`src/rtl/unidade_controle_if.sv`:
```
// Bus between an instruction source and the control unit: handshake in,
// register-bank / ALU control and status out.
interface unidade_controle_if #(
  parameter int bits_palavra  = 16,
  parameter int end_registros = 3
);
  logic                     instr_valid;
  logic [bits_palavra-1:0]  instr;
  logic                     instr_ready;
  logic                     hab_escrita;
  logic [end_registros-1:0] sel_e_sa;
  logic [end_registros-1:0] sel_sb;
  logic [3:0]               alu_op;
  logic                     sel_mux_e;
  logic [bits_palavra-1:0]  imm_ext;
  logic                     done;
  logic                     illegal;
  logic [15:0]              retired;

  // Instruction source side
  modport master (
    output instr_valid, instr,
    input  instr_ready, hab_escrita, sel_e_sa, sel_sb, alu_op,
           sel_mux_e, imm_ext, done, illegal, retired
  );

  // Control unit side
  modport slave (
    input  instr_valid, instr,
    output instr_ready, hab_escrita, sel_e_sa, sel_sb, alu_op,
           sel_mux_e, imm_ext, done, illegal, retired
  );
endinterface

```
`src/rtl/unidade_controle.sv`:
```
// Multi-cycle control unit: accepts one instruction at a time, sequences
// DECODE/READ/EXEC/WRITE and drives register-bank and ALU controls.
// Word layout: opcode [15:12], rd [11:9], rb [8:6], imm [8:0].
module unidade_controle #(
  parameter int bits_palavra  = 16,
  parameter int end_registros = 3
) (
  input logic               clock,
  input logic               reset,
  unidade_controle_if.slave bus
);

  typedef enum logic [2:0] {
    IDLE,
    DECODE,
    READ,
    EXEC,
    WRITE
  } state_t;

  state_t                  state;
  state_t                  state_next;
  logic [bits_palavra-1:0] instr_q;
  logic                    illegal_q;
  logic [15:0]             retired_q;
  logic                    done_c;

  logic [3:0]               opcode;
  logic [end_registros-1:0] rd;
  logic [end_registros-1:0] rb;
  logic                     op_nop;
  logic                     op_li;
  logic                     op_ill;

  assign opcode = instr_q[15:12];
  assign rd     = end_registros'(instr_q[11:9]);
  assign rb     = end_registros'(instr_q[8:6]);
  assign op_nop = (opcode == 4'b0000);
  assign op_li  = (opcode == 4'b1001);
  assign op_ill = (opcode >= 4'b1011);

  // State register; reset aborts whatever instruction is in flight
  always_ff @(posedge clock or posedge reset) begin
    if (reset) state <= IDLE;
    else       state <= state_next;
  end

  // Next-state: IDLE waits for the handshake, DECODE picks the path by opcode class
  always_comb begin
    state_next = state;
    case (state)
      IDLE:    if (bus.instr_valid) state_next = DECODE;
      DECODE: begin
        if (op_nop || op_ill) state_next = IDLE;
        else if (op_li)       state_next = WRITE;
        else                  state_next = READ;
      end
      READ:    state_next = EXEC;
      EXEC:    state_next = WRITE;
      WRITE:   state_next = IDLE;
      default: state_next = IDLE;
    endcase
  end

  // Output decode: all controls are a function of the state and latched word only
  always_comb begin
    bus.instr_ready = 1'b0;
    bus.hab_escrita = 1'b0;
    bus.sel_e_sa    = '0;
    bus.sel_sb      = '0;
    bus.alu_op      = 4'b0000;
    bus.sel_mux_e   = 1'b0;
    done_c          = 1'b0;
    case (state)
      IDLE:   bus.instr_ready = 1'b1;
      DECODE: done_c = op_nop;
      READ: begin
        bus.sel_e_sa = rd;
        bus.sel_sb   = rb;
      end
      EXEC: begin
        bus.sel_e_sa = rd;
        bus.sel_sb   = rb;
        bus.alu_op   = opcode;
      end
      WRITE: begin
        bus.sel_e_sa    = rd;
        bus.sel_sb      = rb;
        bus.alu_op      = opcode;
        bus.hab_escrita = 1'b1;
        bus.sel_mux_e   = op_li;
        done_c          = 1'b1;
      end
      default: ;
    endcase
  end

  assign bus.done    = done_c;
  assign bus.imm_ext = {{(bits_palavra-9){1'b0}}, instr_q[8:0]};
  assign bus.illegal = illegal_q;
  assign bus.retired = retired_q;

  // Capture the instruction word on the handshake; later offers are ignored
  always_ff @(posedge clock or posedge reset) begin
    if (reset)                                instr_q <= '0;
    else if (state == IDLE && bus.instr_valid) instr_q <= bus.instr;
  end

  // Sticky illegal-opcode flag, cleared only by reset
  always_ff @(posedge clock or posedge reset) begin
    if (reset)                          illegal_q <= 1'b0;
    else if (state == DECODE && op_ill) illegal_q <= 1'b1;
  end

  // Retired counter bumps as the unit leaves a done state; wraps naturally
  always_ff @(posedge clock or posedge reset) begin
    if (reset)       retired_q <= 16'h0000;
    else if (done_c) retired_q <= retired_q + 16'h0001;
  end

endmodule
```
`src/flat_wrapper.sv`:
```
// flat-port wrapper written by rule: the top's interface ports become plain ports
module unidade_controle_flat 
#(
  parameter int bits_palavra  = 16,
  parameter int end_registros = 3
)
  (clock, reset, bus_instr_valid, bus_instr, bus_instr_ready, bus_hab_escrita, bus_sel_e_sa, bus_sel_sb, bus_alu_op, bus_sel_mux_e, bus_imm_ext, bus_done, bus_illegal, bus_retired);
  unidade_controle_if #(.bits_palavra(bits_palavra), .end_registros(end_registros)) bus_i ();
  input logic clock;
  input logic reset;
  input wire logic [$bits(bus_i.instr_valid)-1:0] bus_instr_valid;
  input wire logic [$bits(bus_i.instr)-1:0] bus_instr;
  output wire logic [$bits(bus_i.instr_ready)-1:0] bus_instr_ready;
  output wire logic [$bits(bus_i.hab_escrita)-1:0] bus_hab_escrita;
  output wire logic [$bits(bus_i.sel_e_sa)-1:0] bus_sel_e_sa;
  output wire logic [$bits(bus_i.sel_sb)-1:0] bus_sel_sb;
  output wire logic [$bits(bus_i.alu_op)-1:0] bus_alu_op;
  output wire logic [$bits(bus_i.sel_mux_e)-1:0] bus_sel_mux_e;
  output wire logic [$bits(bus_i.imm_ext)-1:0] bus_imm_ext;
  output wire logic [$bits(bus_i.done)-1:0] bus_done;
  output wire logic [$bits(bus_i.illegal)-1:0] bus_illegal;
  output wire logic [$bits(bus_i.retired)-1:0] bus_retired;
  assign bus_i.instr_valid = bus_instr_valid;
  assign bus_i.instr = bus_instr;
  assign bus_instr_ready = bus_i.instr_ready;
  assign bus_hab_escrita = bus_i.hab_escrita;
  assign bus_sel_e_sa = bus_i.sel_e_sa;
  assign bus_sel_sb = bus_i.sel_sb;
  assign bus_alu_op = bus_i.alu_op;
  assign bus_sel_mux_e = bus_i.sel_mux_e;
  assign bus_imm_ext = bus_i.imm_ext;
  assign bus_done = bus_i.done;
  assign bus_illegal = bus_i.illegal;
  assign bus_retired = bus_i.retired;
  unidade_controle #(.bits_palavra(bits_palavra), .end_registros(end_registros)) u_core (.clock(clock), .reset(reset), .bus(bus_i));
endmodule
```
`config.mk`:
```
export PLATFORM = sky130hd
export DESIGN_NAME = unidade_controle_flat
export DESIGN_NICKNAME = d
export VERILOG_FILES = /design/src/rtl/unidade_controle_if.sv /design/src/rtl/unidade_controle.sv /design/src/flat_wrapper.sv
export SDC_FILE = /design/constraint.sdc
export NUM_CORES = 1
export LEC_CHECK = 0
export CAP_MARGIN = 30
export CORE_MARGIN = 10
export CORE_UTILIZATION = 40
export CTS_CLUSTER_DIAMETER = 60
export DETAILED_ROUTE_END_ITERATION = 8
export GPL_TIMING_DRIVEN = 1
export HOLD_SLACK_MARGIN = 0.05
export PLACE_DENSITY = 0.83
export SLEW_MARGIN = 20
export SYNTH_ARGS = -nofsm -noshare
export SYNTH_HDL_FRONTEND = slang
export SYNTH_SLANG_ARGS = --single-unit
```
`constraint.sdc`:
```
create_clock -name clock -period 1.5 [get_ports clock]
set_input_delay 0.225 -clock clock [delete_from_list [all_inputs] [get_ports clock]]
set_output_delay 0.225 -clock clock [all_outputs]
set_load 0.01 [all_outputs]
```
[Yosys cells after proc, flatten, opt, wreduce, memory -nomap -nowiden]
Index checks and enable logic that the tools add are counted.
Storage, ports and cells
  register bits after elaboration: 36
  input port bits: 19
  output and inout bits: 47
  logic and storage cells: 30
Cells by class
  add/sub/neg operators: 1
  order comparisons: 1
  equal/unequal tests: 6
  muxes and demuxes: 11
  reductions and logical operators: 7
Operator list (count)
  adder 16 x 1 -> 16 bit (second input constant): 1
  two-way mux 3 bit: 5
  one-hot mux 3 bit (4 select lines): 1
  == test 3 x 2 -> 1 bit (second input constant): 2
  == test 4 bit (second input constant): 1
  greater-or-equal comparator 4 bit (second input constant): 1
  logical NOT 4 bit: 1
  two-way mux 4 bit: 1
  == test 3 x 1 -> 1 bit (second input constant): 1
  == test 3 bit (second input constant): 1
  logical NOT 3 bit: 1
  two-way mux 1 bit: 3
  OR reduction 3 bit: 1
  logical AND 1 bit: 2
  != test 2 bit (second input constant): 1
  one-hot mux 1 bit (2 select lines): 1
  OR reduction 2 bit: 1
  logical OR 1 bit: 1

[Depth between registers and ports, before layout]
Gate-level depths: netlist (run 1).
  word-level depth: 4
  gate-level depth with buffers: 7

[Least setup slack after synthesis (run 1)]
Ideal clock, no wire load.
  path type: register to register
  start: reg u_core.state[1]
  end: reg u_core.instr_q[10]
  setup time: 0.125 ns
  data arrival time: 1.606 ns
  data required time: 1.375 ns
  path slack: -0.231 ns
  cell stages (with the launch flop): 7
  path buffers: 3
  period minus slack after synthesis: 1.731 ns
  path through: dfrtp_1 -> buf_2 -> nor3_1 -> and2_1 -> buf_4 -> buf_6 -> mux2_2
Between the ends
  longest elaborated chain between the ends: 2
RTL lines
  start, declared: line unidade_controle.sv:21  | state_t state;
  start signal, assigned: line unidade_controle.sv:45  | else state <= state_next;
  logical NOT 3 bit: line unidade_controle.sv:106  | else if (state == IDLE && bus.instr_valid) instr_q <= bus.instr;
  logical AND 1 bit: line unidade_controle.sv:106
  end signal, assigned: line unidade_controle.sv:106
  end, declared: line unidade_controle.sv:23  | logic [bits_palavra-1:0] instr_q;
Every way passes these cells.
A chain may end at the register's enable or synchronous reset.

[Final worst setup path (run 1)]
  start: reg u_core.state[0]
  end: out bus_alu_op[2]
Between the ends
  longest elaborated chain between the ends: 3
RTL lines
  == test 3 x 2 -> 1 bit or == test 3 bit (tied branches): line unidade_controle.sv:74  | case (state)
  OR reduction 2 bit (no line) (*)
  two-way mux 4 bit (*): line unidade_controle.sv:74
  end, declared: line flat_wrapper.sv:17  | output wire logic [$bits(bus_i.alu_op)-1:0] bus_alu_op;
Every way passes the cells marked *; elsewhere a longest branch is shown, timed or not.

==> impl_results.md, run 1 <==
* Largest driver fanout on the critical path at 3
* Die W at 86.5 um
* Final net count at 255
* Floorplan row count at 24
* Cell leakage power at 1.44 nW
* Library cell used as clock root buffer: sky130_fd_sc_hd__clkbuf_8
* Total of buffers placed on input and output ports at 58
* Routed vias/inst at 4.91
* First-pass iteration count of the detailed router at 4
* Count of hold-fix buffers inserted at cts at 0
* Placed cell area at 2450 um2
* Cts bufs inserted at 5
* Clock Path Buffers at 2
* Clock sink total at 36
* Number of inserted diodes at 0
* RSZ-0062 raised after global routing: yes
* First DRT Iteration DRCs at 80
* Average cell area after synthesis at 11.6 um2
* Kind of capture point of the worst setup path: output port
* Post-DP HPWL at 3120 um
* Syn Std Cell Area at 1770 um2
* Number of cells after detailed placement at 266
* CTS clk-pin slew, worst paths at 0.08 ns
* Vertical extent of the die at 86.5 um
* Detail-routed net length per standard cell at 17.9 um
* Routed Antenna Nets at 0
* Remaining routing DRC violations at 0
* Critical path data required time at 1.27 ns
* Violations in the final reports: setup timing
* Final critical delay including setup and external delays at 1.79 ns
* Result of the run: finished with violations
* Setup Slack @ Placement at -0.314 ns
* Power density normalized to cell area at 1910 nW/um2
* GRT Util Overall at 14.0%
* Latest clock arrival within the worst-skew pair at 0.29 ns
* Achievable Freq at 560 MHz
* Element type at the critical path start: flop
* Worst path arrival time at 1.56 ns
* Cell types occupying the most area after synthesis: sky130_fd_sc_hd__dfrtp_1 (51%), sky130_fd_sc_hd__mux2_2 (11%), sky130_fd_sc_hd__buf_4 (7.2%)
* Final instance count without filler cells at 288
* Placeable core region at 4320 um2
* Vias after detailed routing at 1413
* Die Area at 7480 um2
* Sequential area share after synthesis at 51.0%
* Last weighted congestion value of the routability-driven placer at 0.835
* Final hold violation count at 0
* Cell area after layout at 2920 um2
* Boundary pin count at 66
* Wirelength, routed at 5150 um
* Count of cell types in the netlist at 31
* Post-synthesis instance total at 153
* Total count of max-transition violations in the final report at 0
* Classification of the worst setup path: flop to output port
* Max-cap violations at 0
* GRT Residual Overflow at 0
* Number of antenna violations at the first check in global routing at 0
* Final Cycle Share at 119%
* Proportion of layout cells with a drive suffix above 1 at 40.7%
* Syn-to-layout area delta at 65.0%
* Starting utilization of the core area at 40.9%
* Worst R2R Path Depth at 6
* Yosys top cell area share at 51.0%
* Worst supply voltage drop on vdd at 1.04 mV
* H-tree depth at 2
* Pin count of the biggest net entering global routing at 37
* Number of storage elements in the synthesis netlist at 36
* Min setup slack post-route at -0.285 ns
* TritonCTS clock tree: built
* Largest area contributor in the netlist: sky130_fd_sc_hd__dfrtp_1
* Yosys Warn Count at 0
* Final cell utilization of the core at 67.4%
* Global-route wire length before repair at 8450 um
* Finish-stage setup viols at 42
* Number of global-route vias before repair at 1600
* Setup skew after layout at 0.00993 ns
* Kind of path behind the tightest hold check: input port to async pin
-- sequential cells by signal, indices dropped and copies added (netlist names) --
signal              flops
u_core.bus.retired     16
u_core.bus.illegal      1
u_core.state            3
u_core.instr_q         16
-- stage by stage --
step | TNS [ns] | hold slack [ns] | power (mW)
after floorplan | -0.230 | 0.377 | 2.89
after global placement | -4.85 | 0.462 | 3.81
after detailed placement | -6.79 | 0.466 | 3.86
after CTS | -4.43 | 0.280 | 5.46
after global routing | -8.44 | 0.292 | 5.90
final | -5.44 | 0.270 | 5.57
-- path summary, 6_finish.rpt --
kind,from,slack (ns),end
setup / recovery,u_core.state[0],-0.29,bus_alu_op[2]
hold reg to reg,u_core.bus.retired[15],0.47,u_core.bus.retired[15]
max in group asynchronous,reset,1.02,u_core.state[0]
setup reg to reg,u_core.state[2],-0.16,u_core.instr_q[12]
min in group clock,u_core.bus.retired[15],0.47,u_core.bus.retired[15]
hold / removal,reset,0.27,u_core.bus.retired[13]
-- cell type report --
class / instances / area (um2)
fillers: 345 / 1410
multi-input cells: 100 / 922
well taps: 52 / 65.1
clock buffers: 7 / 96.3
flip-flops and latches: 36 / 907
inverters: 2 / 7.51
clock inverters: 1 / 30.0
repair buffers: 90 / 888
-- critical path: stages (launching register included) --
cell and delay [ns]:
sky130_fd_sc_hd__dfrtp_2 0.44, sky130_fd_sc_hd__nor3b_4 0.25, sky130_fd_sc_hd__buf_4 0.15, sky130_fd_sc_hd__nand2b_4 0.12, sky130_fd_sc_hd__buf_6 0.10, sky130_fd_sc_hd__and2_4 0.13, sky130_fd_sc_hd__buf_6 0.09
-- per-layer routing --
| metal | up-vias | GRT usage, % | routed length [um] |
|---|---|---|---|
| li1 | 661 | - | - |
| met1 | 700 | 15.4 | 1930 |
| met2 | 46 | 24.3 | 2740 |
| met3 | 6 | 6.38 | 445 |
| met4 | 0 | 2.80 | 29 |
| met5 | - | 0 | 0 |
-- cell usage in the layout, fill, tap and decap left out, drive strengths merged --
cell	count
nor3	4
clkbuf	7
clkdlybuf4s50	30
nor2	6
dlymetal6s2s	5
o21a	1
and2	6
a21o	1
o21bai	1
and3	1
nor2b	7
nand2b	2
dfrtp	36
nand3b	1
nor3b	3
mux2	17
a21oi	2
buf	46
nor4	1
a31oi	1
dlygate4sd2	9
o31a	1
inv	2
xor2	1
ha	1
nand3	5
nand2	7
and4	2
nand4	8
conb	7
xnor2	14
bufinv	1
-- synth_stat cells, drive strengths merged --
master and n:
nor3b 3, xnor2 14, ha 1, nand2 7, nand4 8, nor2 6
dfrtp 36, nand3 5, nor2b 7, inv 2, and4 2, o21a 1
o31a 1, mux2 17, nand2b 2, nor3 4, and2 6, o21bai 1
nand3b 1, buf 21, nor4 1, xor2 1, a21o 1, conb 1
a31oi 1, a21oi 2, and3 1
-- logic make-up (layout without fill, tap and decap cells) --
family / Yosys count / count (layout) / share of synthesized area [%]
flip-flops: 36 / 36 / 51.0
adder cells (fa/ha/maj): 1 / 1 / 0.708
other: 1 / 7 / 0.212
AO/OA/AOI/OAI: 7 / 7 / 2.69
AND/OR/NAND/NOR: 53 / 53 / 17.1
multiplexers: 17 / 17 / 10.8
buffers and inverters: 23 / 100 / 10.0
XOR/XNOR: 15 / 15 / 7.43
-- timing repair --
item / 4_1_cts / 5_1_grt
pin swaps: 15 / 7
setup endpoints to repair: 56 / 51
cloned: 2 / 0
gates resized for setup: 116 / 25
setup buffers: 12 / 1
endpoints found under the hold margin: 0 / 0
-- where the power goes --
| group | switching [mW] | internal, mW | total [mW] |
|---|---|---|---|
| Clock | 0.350 | 0.587 | 0.936 |
| Sequential | 0.306 | 1.31 | 1.62 |
| Combinational | 1.20 | 1.81 | 3.01 |
Power figures use the tool's default switching activity.
==> run 2, diff against run 1 <==
--- a/config.mk
+++ b/config.mk
@@ -7,12 +7,12 @@
 export LEC_CHECK = 0
 export CAP_MARGIN = 30
 export CORE_MARGIN = 10
-export CORE_UTILIZATION = 40
+export CORE_UTILIZATION = 30
 export CTS_CLUSTER_DIAMETER = 60
 export DETAILED_ROUTE_END_ITERATION = 8
 export GPL_TIMING_DRIVEN = 1
 export HOLD_SLACK_MARGIN = 0.05
-export PLACE_DENSITY = 0.83
+export PLACE_DENSITY = 0.67
 export SLEW_MARGIN = 20
 export SYNTH_ARGS = -nofsm -noshare
 export SYNTH_HDL_FRONTEND = slang
==> run 2 against run 1 <==
- the flow still finishes with violations (setup timing)
- worst setup slack got worse by 0.010 ns
- count of clock-buffer cells in the layout grew 1
- combinational power is 2% lower
- maximum frequency is 0.56% lower
- hold slack gained 0.0040 ns
- register-to-register slack lost 0.03 ns
==> impl_results.md, run 2 (synthesis gave the netlist of run 1 again) <==
* Largest driver fanout on the critical path at 4
* Post-route worst hold slack at 0.274 ns
* Violations in the final reports: setup timing
* Max-cap violations at 0
* Reg power frac at 29.8%
* Finish-stage setup viols at 45
* Boundary pin count at 66
* Total count of max-transition violations in the final report at 0
* RSZ-0062 raised after global routing: yes
* Total power consumption of the routed design at 5.21 mW
* TritonCTS clock tree: built
* Kind of path behind the tightest hold check: input port to async pin
* Die W at 96.8 um
* Library cell used as clock root buffer: sky130_fd_sc_hd__clkbuf_8
* Most frequent cells in the layout: sky130_fd_sc_hd__clkdlybuf4s50_1 (33), sky130_fd_sc_hd__dfrtp_1 (33), sky130_fd_sc_hd__buf_4 (20), sky130_fd_sc_hd__mux2_4 (17), sky130_fd_sc_hd__buf_6 (14)
* Kind of capture point of the worst setup path: output port
* Element type at the critical path start: flop
* Cell leakage power at 1.38 nW
* Worst supply voltage drop on vdd at 0.865 mV
* Placeable core region at 5610 um2
* Classification of the worst setup path: flop to output port
* Number of global-route vias before repair at 1539
* Floorplan row count at 27
* Power density normalized to cell area at 1820 nW/um2
* Critical path data required time at 1.27 ns
* Global-route wire length before repair at 8130 um
* First-pass iteration count of the detailed router at 2
* Syn-to-layout area delta at 62.3%
* Power spent charging and discharging nets at 1.76 mW
* GRT Residual Overflow at 0
* WP buf/inv at 2
* Worst path arrival time at 1.57 ns
* Pin count of the biggest net entering global routing at 37
* Reg2reg start: u_core.state[1]
* Routed vias/inst at 4.60
* Cts bufs inserted at 5
* Result of the run: finished with violations
* Proportion of layout cells with a drive suffix above 1 at 39.4%
* Part of the power in combinational logic at 56.5%
* Number of antenna violations at the first check in global routing at 0
* Wirelength, routed at 4940 um
* Achievable Freq at 557 MHz
* Clock share of power at 13.7%
* Final Cycle Share at 120%
* Routed Antenna Nets at 0
* Vias after detailed routing at 1417
* Final critical delay including setup and external delays at 1.80 ns
* Internal portion of total power at 3.45 mW
* Last weighted congestion value of the routability-driven placer at 0.762
* Clock sink total at 36
* Sw Share at 33.8%
* H-tree depth at 2
* Post-DP HPWL at 3230 um
* Total of buffers placed on input and output ports at 58
* Latest clock arrival within the worst-skew pair at 0.29 ns
* First DRT Iteration DRCs at 34
* Cell breakdown of the critical path: nor3b_4, buf_6, nand2b_4, and2_4, buf_6
* CTS clk-pin slew, worst paths at 0.07 ns
* Max stage delay on crit path at 0.43 ns
* Detail-routed net length per standard cell at 16.0 um
* Master of the slowest instance on the critical path: sky130_fd_sc_hd__dfrtp_2
* Die Area at 9360 um2
* Number of inserted diodes at 0
* Register-to-Register Setup Slack at -0.19 ns
* Setup skew after layout at 0.00158 ns
* Worst R2R Path Depth at 6
* Remaining routing DRC violations at 0
* Final hold violation count at 0
* Vertical extent of the die at 96.8 um
* Min setup slack post-route at -0.295 ns
* Crit Reg-Reg Endpoint: u_core.bus.retired[1]
* Cell repeated most along the worst path: sky130_fd_sc_hd__buf_6
* Filler cells at 512
* Top Family by Delay on Critical Path: simple AND/OR/NAND/NOR gates
* Final net count at 255
* Clock Path Buffers at 2
* GRT Util Overall at 10.4%
* Starting utilization of the core area at 31.5%
[run 2: worst max path at each step]
| stage | to | startpoint | depth (start not counted) |
|---|---|---|---|
| 2_1_floorplan | u_core.instr_q[10] | u_core.state[0] | 5 |
| 3_3_place_gp | bus_done | u_core.state[1] | 4 |
| 3_5_place_dp | bus_sel_e_sa[0] | u_core.state[2] | 4 |
| 4_1_cts | bus_sel_e_sa[0] | u_core.state[1] | 4 |
| 5_1_grt | bus_alu_op[2] | u_core.state[1] | 5 |
| 6_report | bus_alu_op[2] | u_core.state[1] | 5 |
[run 2: per-layer routing]
metal	share of wire [%]	global-route usage, %	vias to the layer above
li1	-	-	666
met2	47	16.3	50
met4	2.2	3.49	0
met1	43	12.1	691
met5	0	0	-
met3	7.4	5.04	10
[run 2: per-stage QoR]
| stage | setup TNS (ns) | worst slack (ns) | cells | cell area (um2) | util (%) |
|---|---|---|---|---|---|
| 6_report | -5.58 | -0.295 | 308 | 2870 | 51.2 |
| 5_1_grt | -8.52 | -0.367 | 308 | 2870 | 51.2 |
| 4_1_cts | -4.19 | -0.236 | 308 | 2790 | 49.8 |
| 3_5_place_dp | -5.60 | -0.279 | 286 | 2470 | 44.1 |
| 3_3_place_gp | -5.04 | -0.261 | 286 | 2470 | 44.1 |
| 2_1_floorplan | -0.230 | -0.0224 | 159 | 1820 | - |
[run 2: timing repair]
item / CTS / global route
hold buffers: 0 / 0
gates resized for setup: 84 / 44
gates cloned: 2 / 0
pin swaps: 9 / 14
setup buffers: 13 / 1
setup endpoints to repair: 55 / 51
[run 2: layout make-up]
| type | count | area [um2] | share of cell area (%) |
|---|---|---|---|
| sequential | 36 | 905 | 31.5 |
| multi-input combinational | 100 | 901 | 31.4 |
| timing repair buffer | 90 | 876 | 30.5 |
| clock buffer | 8 | 90.1 | 3.14 |
| tap | 72 | 90.1 | 3.14 |
| inverter | 2 | 7.51 | 0.262 |
[run 2: power groups by stage]
stage / combinational, mW / sequential, mW / clock (mW)
6_report: 2.95 / 1.55 / 0.712
5_1_grt: 3.15 / 1.60 / 0.781
4_1_cts: 2.82 / 1.55 / 0.734
3_5_place_dp: 2.30 / 1.57 / 0
3_3_place_gp: 2.27 / 1.56 / 0
2_1_floorplan: 1.29 / 1.60 / 0
[run 2: worst reg2reg max path: stages, from the launching register on]
cell and delay, ns:
sky130_fd_sc_hd__dfrtp_2 0.43, sky130_fd_sc_hd__nor3b_4 0.31, sky130_fd_sc_hd__buf_6 0.16, sky130_fd_sc_hd__buf_6 0.10, sky130_fd_sc_hd__a21o_4 0.12, sky130_fd_sc_hd__buf_6 0.14, sky130_fd_sc_hd__mux2_4 0.30
